File: config.mk
export PLATFORM = sky130hd
export DESIGN_NAME = elevator_call_scheduler_flat
export DESIGN_NICKNAME = d
export VERILOG_FILES = /design/src/rtl/elevator_pkg.sv /design/src/rtl/elevator_call_scheduler_if.sv /design/src/rtl/elevator_call_register.sv /design/src/rtl/elevator_call_scheduler.sv /design/src/flat_wrapper.sv
export SDC_FILE = /design/constraint.sdc
export NUM_CORES = 1
export LEC_CHECK = 0
export CAP_MARGIN = 30
export CORE_ASPECT_RATIO = 0.75
export CORE_MARGIN = 3
export CORE_UTILIZATION = 40
export DETAILED_ROUTE_END_ITERATION = 10
export PLACE_DENSITY = 0.65
export SKIP_CTS_REPAIR_TIMING = 1
export SKIP_LAST_GASP = 1
export SLEW_MARGIN = 20
export SYNTH_ARGS = -nofsm -noshare
export SYNTH_HDL_FRONTEND = slang
export SYNTH_SLANG_ARGS = --single-unit
File: constraint.sdc
create_clock -name clk -period 3.5 [get_ports clk]
set_input_delay 0.7 -clock clk [delete_from_list [all_inputs] [get_ports clk]]
set_output_delay 0.7 -clock clk [all_outputs]
set_load 0.02 [all_outputs]
File: src/rtl/elevator_pkg.sv
// Shared codes for the elevator call scheduler: motor, floor and movement encodings,
// scheduler state encoding and a floor-to-one-hot helper.
package elevator_pkg;

    typedef enum logic [1:0] {
        MC_STOP = 2'b00,
        MC_DOWN = 2'b01,
        MC_UP   = 2'b10
    } motor_e;

    typedef enum logic [1:0] {
        FL0 = 2'b00,
        FL1 = 2'b01,
        FL2 = 2'b10
    } floor_e;

    typedef enum logic [1:0] {
        MV_STAY = 2'b00,
        MV_DOWN = 2'b01,
        MV_UP   = 2'b10
    } move_e;

    typedef enum logic [2:0] {
        IDLE,
        DECIDE,
        ISSUE,
        SETTLE,
        DOOR
    } sched_state_e;

    // Floor code 11 is invalid and maps to no floor at all.
    function automatic logic [2:0] floor_onehot(input logic [1:0] fl);
        case (fl)
            FL0:     return 3'b001;
            FL1:     return 3'b010;
            FL2:     return 3'b100;
            default: return 3'b000;
        endcase
    endfunction

endpackage

File: src/rtl/elevator_call_scheduler_if.sv
// Signal bundle between the call scheduler (master) and the floor FSM / call sources (slave).
interface elevator_call_scheduler_if;
    import elevator_pkg::*;

    logic [2:0] call_req;
    logic [1:0] floor;
    logic [1:0] movement;
    logic [1:0] motor_control;
    logic       update;
    logic [2:0] pending;
    logic       door_open;
    logic       busy;

    modport master (
        input  call_req, floor, movement,
        output motor_control, update, pending, door_open, busy
    );

    modport slave (
        output call_req, floor, movement,
        input  motor_control, update, pending, door_open, busy
    );

endinterface

File: src/rtl/elevator_call_register.sv
// Pending-call latch for floors 0-2 with per-cycle set/clear, plus
// "request above" / "request below" flags relative to the current floor.
module elevator_call_register
    import elevator_pkg::*;
(
    input  logic       clk,
    input  logic       reset_n,
    input  logic [2:0] set_i,
    input  logic [2:0] clr_i,
    input  logic [1:0] floor_i,
    output logic [2:0] pending_o,
    output logic [2:0] pending_next_o,
    output logic       above_o,
    output logic       below_o
);

    logic [2:0] pending_q;
    logic [2:0] pending_d;

    // Clear wins over set so a call for the floor being serviced is absorbed.
    always_comb begin
        pending_d = (pending_q | set_i) & ~clr_i;
    end

    always_ff @(posedge clk or negedge reset_n) begin
        if (!reset_n) begin
            pending_q <= 3'b000;
        end else begin
            pending_q <= pending_d;
        end
    end

    always_comb begin
        above_o = 1'b0;
        below_o = 1'b0;
        case (floor_i)
            FL0: above_o = |pending_q[2:1];
            FL1: begin
                above_o = pending_q[2];
                below_o = pending_q[0];
            end
            FL2: below_o = |pending_q[1:0];
            default: ;
        endcase
    end

    assign pending_o      = pending_q;
    assign pending_next_o = pending_d;

endmodule

File: src/rtl/elevator_call_scheduler.sv
// SCAN-policy call scheduler feeding the elevator floor FSM: latches calls, picks the next
// motor command, strobes update once per command and paces travel/door dwell with one timer.
module elevator_call_scheduler
    import elevator_pkg::*;
#(
    parameter int STEP_CYCLES = 8,
    parameter int DOOR_CYCLES = 16
) (
    input  logic                        clk,
    input  logic                        reset_n,
    elevator_call_scheduler_if.master   bus
);

    localparam int TMAX = (STEP_CYCLES > DOOR_CYCLES) ? STEP_CYCLES : DOOR_CYCLES;
    localparam int TW   = $clog2(TMAX + 1);
    localparam logic [TW-1:0] STEP_LOAD = TW'(STEP_CYCLES);
    localparam logic [TW-1:0] DOOR_LOAD = TW'(DOOR_CYCLES);
    localparam logic [TW-1:0] T_ONE     = TW'(1);

    sched_state_e   state_q, state_d;
    logic           dir_up_q, dir_up_d;
    logic [1:0]     cmd_q, cmd_d;
    logic [TW-1:0]  timer_q, timer_d;

    logic [2:0]     clr;
    logic [2:0]     pend_q;
    logic [2:0]     pend_nxt;
    logic           above;
    logic           below;
    logic           floor_pending;
    logic           unused_movement;

    // Movement from the floor FSM is informational; decisions use floor only.
    assign unused_movement = ^bus.movement;

    assign clr           = (state_q == DOOR) ? floor_onehot(bus.floor) : 3'b000;
    assign floor_pending = |(pend_q & floor_onehot(bus.floor));

    elevator_call_register u_calls (
        .clk            (clk),
        .reset_n        (reset_n),
        .set_i          (bus.call_req),
        .clr_i          (clr),
        .floor_i        (bus.floor),
        .pending_o      (pend_q),
        .pending_next_o (pend_nxt),
        .above_o        (above),
        .below_o        (below)
    );

    always_comb begin
        state_d  = state_q;
        dir_up_d = dir_up_q;
        cmd_d    = cmd_q;
        timer_d  = (timer_q != '0) ? timer_q - T_ONE : '0;

        case (state_q)
            // Look at next-cycle pending so a call sampled now reaches DECIDE one cycle later.
            IDLE: begin
                if (pend_nxt != 3'b000) state_d = DECIDE;
            end
            DECIDE: begin
                state_d = ISSUE;
                cmd_d   = MC_STOP;
                if (bus.floor == 2'b11) begin
                    state_d = IDLE;
                end else if (floor_pending) begin
                    cmd_d = MC_STOP;
                end else if (dir_up_q && above) begin
                    cmd_d = MC_UP;
                end else if (below) begin
                    cmd_d    = MC_DOWN;
                    dir_up_d = 1'b0;
                end else if (above) begin
                    cmd_d    = MC_UP;
                    dir_up_d = 1'b1;
                end else begin
                    state_d = IDLE;
                end
            end
            ISSUE: begin
                if (cmd_q == MC_STOP) begin
                    state_d = DOOR;
                    timer_d = DOOR_LOAD;
                end else begin
                    state_d = SETTLE;
                    timer_d = STEP_LOAD;
                end
            end
            SETTLE, DOOR: begin
                if (timer_q <= T_ONE) state_d = DECIDE;
            end
            default: state_d = IDLE;
        endcase
    end

    always_ff @(posedge clk or negedge reset_n) begin
        if (!reset_n) begin
            state_q  <= IDLE;
            dir_up_q <= 1'b1;
            cmd_q    <= MC_STOP;
            timer_q  <= '0;
        end else begin
            state_q  <= state_d;
            dir_up_q <= dir_up_d;
            cmd_q    <= cmd_d;
            timer_q  <= timer_d;
        end
    end

    assign bus.update        = (state_q == ISSUE);
    assign bus.motor_control = ((state_q == ISSUE) || (state_q == SETTLE)) ? cmd_q : MC_STOP;
    assign bus.door_open     = (state_q == DOOR);
    assign bus.busy          = (state_q != IDLE);
    assign bus.pending       = pend_q;

endmodule

File: src/flat_wrapper.sv
// flat-port wrapper written by rule: the top's interface ports become plain ports
module elevator_call_scheduler_flat import elevator_pkg::*;
#(
    parameter int STEP_CYCLES = 8,
    parameter int DOOR_CYCLES = 16
)
  (clk, reset_n, bus_call_req, bus_floor, bus_movement, bus_motor_control, bus_update, bus_pending, bus_door_open, bus_busy);
  elevator_call_scheduler_if bus_i ();
  input  logic clk;
  input  logic reset_n;
  input wire logic [$bits(bus_i.call_req)-1:0] bus_call_req;
  input wire logic [$bits(bus_i.floor)-1:0] bus_floor;
  input wire logic [$bits(bus_i.movement)-1:0] bus_movement;
  output wire logic [$bits(bus_i.motor_control)-1:0] bus_motor_control;
  output wire logic [$bits(bus_i.update)-1:0] bus_update;
  output wire logic [$bits(bus_i.pending)-1:0] bus_pending;
  output wire logic [$bits(bus_i.door_open)-1:0] bus_door_open;
  output wire logic [$bits(bus_i.busy)-1:0] bus_busy;
  assign bus_i.call_req = bus_call_req;
  assign bus_i.floor = bus_floor;
  assign bus_i.movement = bus_movement;
  assign bus_motor_control = bus_i.motor_control;
  assign bus_update = bus_i.update;
  assign bus_pending = bus_i.pending;
  assign bus_door_open = bus_i.door_open;
  assign bus_busy = bus_i.busy;
  elevator_call_scheduler #(.STEP_CYCLES(STEP_CYCLES), .DOOR_CYCLES(DOOR_CYCLES)) u_core (.clk(clk), .reset_n(reset_n), .bus(bus_i));
endmodule
* Word level (Yosys, flattened, before mapping)
Cells that the tools add are included.
** Storage, ports and cells
- Bits in registers :: 14
- Bits of input ports :: 9
- Output and inout port bits :: 8
- Logic and storage cells :: 62
** Operators by class
- Add/subtract/negate cells :: 1
- Magnitude comparators :: 1
- Equal/unequal tests :: 9
- Multiplexer cells :: 24
- Bitwise operators :: 7
- Reductions and logical operators :: 15
** Operators by type and width (count)
- $mux W3 :: 8
- $mux W5 :: 3
- $mux W2 :: 7
- $pmux W3 S4 :: 1
- $pmux W3 S3 :: 1
- $and A3 B3 Y3 :: 2
- $eq A3 B2 Y1 const B :: 2
- $reduce_bool A3 Y1 :: 2
- $reduce_or A2 Y1 :: 3
- $le A5 B1 Y1 const B :: 1
- $reduce_and A5 Y1 :: 1
- $reduce_bool A5 Y1 :: 1
- $sub A5 B1 Y5 const B :: 1
- $eq A2 B2 Y1 const B :: 2
- $logic_not A2 Y1 :: 2
- $ne A2 B1 Y1 const B :: 2
- $pmux W1 S2 :: 2
- $eq A3 B1 Y1 const B :: 1
- $eq A3 B3 Y1 const B :: 1
- $logic_not A3 Y1 :: 1
- $not A1 Y1 :: 3
- $not A3 Y3 :: 1
- $or A3 B3 Y3 :: 1
- $reduce_or A3 Y1 :: 1
- other kinds (6) :: 7

* Longest topological paths before layout
- Depth in word-level cells :: 8
- Mapped depth :: 6
- Mapped depth without buffers :: 6

* Modules after synthesis
From an unflattened synthesis, not the netlist that was laid out.
** Second synthesis, totals
- Cell total of the unflattened synthesis :: 99
- Area, all modules :: 894.6 µm²
** Modules (own cells, without submodules)
- elevator_call_scheduler :: instances 1, cells each 79, area an instance 723.2 µm², sequential area each 276.5 µm²
- elevator_call_register :: instances 1, cells each 20, area an instance 171.4 µm², sequential area each 75.1 µm²

* Worst setup path before layout
Ideal clock, no wire load.
- Path type :: reg2out
- Start point :: register u_core.state_q[0]
- End point :: output bus_door_open
- Data arrival time :: 1.166 ns
- Required time :: 2.800 ns
- Slack :: 1.634 ns
- Stages on the path, launching flop included :: 2
- Path buffers :: 0
- Cells stage by stage :: dfrtp_1 -> nor3b_1
** Between the ends
- Word-level cells in the longest chain between the ends :: 1
** RTL lines
- start: declaration :: line elevator_call_scheduler.sv:20 : sched_state_e state_q, state_d;
- start signal: assignment :: line elevator_call_scheduler.sv:104 : state_q <= state_d;
- $eq A3 B3 Y1 :: line elevator_call_scheduler.sv:113 : assign bus.door_open = (state_q == DOOR);
- end: declaration :: line flat_wrapper.sv:17 : output wire logic [$bits(bus_i.door_open)-1:0] bus_door_open;
No other way between the ends.

* Worst setup path in the final report
Ends and elaborated chain as after synthesis.

==> flow_summary.ini <==
[worst_hold_path]
hold-path-endpoint = u_core.dir_up_q$_DFFE_PN1P_
whs_path_depth = 2
hp-start = u_core.dir_up_q$_DFFE_PN1P_
min_path_type = reg2reg

[finish]
final_util_pct = 55.2
drive_gt1_share_pct = 8.00
layout_common_cells = clkdlybuf4s50_1, dfrtp_1, nor2_1, inv_1, ha_1
design_area_um2 = 987
diodes = 0
final_common_cell = clkdlybuf4s50_1
syn_to_final_growth_pct = 26.0
nets = 117

[synthesis]
avgSynthCellArea_um2 = 9.55
yosysWarnings = 0
ys_seq_area_share_pct = 44.9
synthSimpleGateAreaFrac_pct = 18.8
syn_inst = 82
synthAdderAreaFrac_pct = 11.2
syn_area_um2 = 783
synth-compound-area-share_pct = 19.5
yosys-top-cells-area = dfrtp_1, ha_1, nor2_1
synth_xor_area_share_pct = 2.24
synth_top_area_share_pct = 41.5
synth_top_family_by_area = compound AO/OA/AOI/OAI gates
syn-num-nets = 98
synth_top_cell_by_area = dfrtp_1
ys_seq_elements = 14
muxShareOfSynthArea_pct = 0
ys_types = 26

[sta]
final-setup-viol-count = 0
period_share_pct = 76.6
holdWs_ns = 0.516
final.setup.tns_ns = 0
slew_headroom_pct = 58.0
finClkSkew_ns = 0.00102
fmax_mhz = 373
tightest_slew_ns = 0.629
timing.final.ws_setup_ns = 0.817
hold_viol_final = 0
slew_violations = 0
rsz0062_at_grt = false
period_needed_ns = 2.68

[placed_design]
post-place-ws_ns = 0.942
gp_congestion = 0.714
port_buffers = 14
dpl-instance-area_um2 = 951
place.detailed.hpwl_um = 1330

[floorplanning]
rows = 13
die_x_um = 57.1
core_area_mm2 = 0.00179
ioPinCount = 17
die_h_um = 44.3
initial_utilization_pct = 43.8
die-area_mm2 = 0.00253

[clocking]
htreeDepth = 1
clkLatencyLatePin_ns = 0.29
cts_root_buf = clkbuf_4
cts_buffers = 3
clkTransAtPathRegs_ns = 0.09
cts_tree = built
clock_sinks = 14
clk_path_buf_depth = 2

[worst_setup_path]
crit_type = reg2out
cpPeakStageDelay_ns = 0.72
r2r_start = u_core.u_calls.pending_o[1]$_DFF_PN0_
crit_buf_inv = 1
r2r_cells = 4
regToRegSetupSlack_ns = 2.02
worst-path-stages = 2
crit_family = buffers and inverters
rr_endpoint = u_core.state_q[1]$_DFFE_PN0P_
arrival_ns = 1.98
start_kind = flip-flop
crit_required_ns = 2.80
crit_slowest_cell = clkdlybuf4s50_1
critPathMaxFanout = 8
crit_chain = nor3b_1 > clkdlybuf4s50_1
end_kind = output pin
crit_start = u_core.state_q[0]$_DFFE_PN0P_

[global_route]
grt_overflow = 0
antenna_found_initial = 0
grt_pass1_wl_um = 2940
grt_max_degree = 15
track_usage_pct = 15.3
grt_pass1_vias = 650

[detailed_routing]
ant_nets = 0
drtPass1Iterations = 4
first_iter_violations = 7
drt-total-wl_um = 1660
viasPerCell = 5.41
num_vias = 660
drc = 0
post_drt_wl_per_cell_um = 13.6

[pwr]
p_leak_nw = 0.446
p_per_area_mw_per_mm2 = 724
peakVddDrop_uv = 372

[status]
status = completed

[flow_run]
max-cap-violations = 0
==> layer usage <==
metal  wire length, µm  up-vias  track usage (%)  part of all wire [%]
li1                  -      327                -                     -
met1               770      321             19.5                    47
met2               793       10             24.4                    48
met3                77        2             6.12                   4.7
met4                13        0             4.17                  0.79
met5                 0        -                0                     0
==> sequential cells by signal (all words and copies together), names as in the netlist <==
name / cells
u_core.timer_q: 5
u_core.cmd_q: 2
u_core.state_q: 3
u_core.dir_up_q: 1
u_core.u_calls.pending_o: 3
==> where the power goes <==
| part | internal [mW] | switching [mW] | total (mW) |
|---|---|---|---|
| sequential | 0.223 | 0.0670 | 0.290 |
| clock | 0.0634 | 0.0575 | 0.121 |
| combinational | 0.147 | 0.157 | 0.304 |
==> worst max-delay path by stage <==
stage	end
2_1_floorplan	bus_door_open
3_3_place_gp	u_core.dir_up_q$_DFFE_PN1P_
3_5_place_dp	u_core.dir_up_q$_DFFE_PN1P_
4_1_cts	bus_door_open
5_1_grt	bus_door_open
6_report	bus_door_open
==> cells in the mapped netlist <==
cell type / instances
dfrtp_1: 13
nor2_1: 11
ha_1: 7
inv_1: 7
a21oi_1: 6
nand2_1: 6
o21ai_0: 4
a31oi_1: 3
o31ai_1: 3
a21o_1: 2
and2_1: 2
nand3_1: 2
nor3_1: 2
xnor2_1: 2
a222oi_1: 1
and2b_1: 1
dfstp_2: 1
nand2b_1: 1
nor3b_1: 1
nor4b_2: 1
o211a_1: 1
o21a_1: 1
o22ai_1: 1
o31ai_2: 1
or3_1: 1
or3b_2: 1
==> logic make-up after synthesis <==
group,Yosys count
adders and majority gates,7
and+or+nand+nor,29
xor gates and xnor gates,2
AOI/OAI and AO/OA,23
buffers and inverters,7
DFF,14
==> area by class of cell <==
class	count	area, µm²
Sequential cell	14	352
Inverter	7	26.3
Clock buffer	4	36.3
Timing Repair Buffer	14	140
Tap cell	22	27.5
Multi-Input combinational cell	61	405
Fill cell	164	802
==> tightest hold or removal path, stage by stage, from the launching register on <==
cell and delay, ns:
dfstp_2 0.39, o21ai_0 0.07, a21oi_1 0.06
==> metrics by stage <==
stage	instances	total power, mW
2_1_floorplan	82	0.495
3_3_place_gp	118	0.589
3_5_place_dp	118	0.602
4_1_cts	122	0.723
5_1_grt	122	0.777
6_report	122	0.715
No activity file was read; power rests on OpenSTA's default activity.
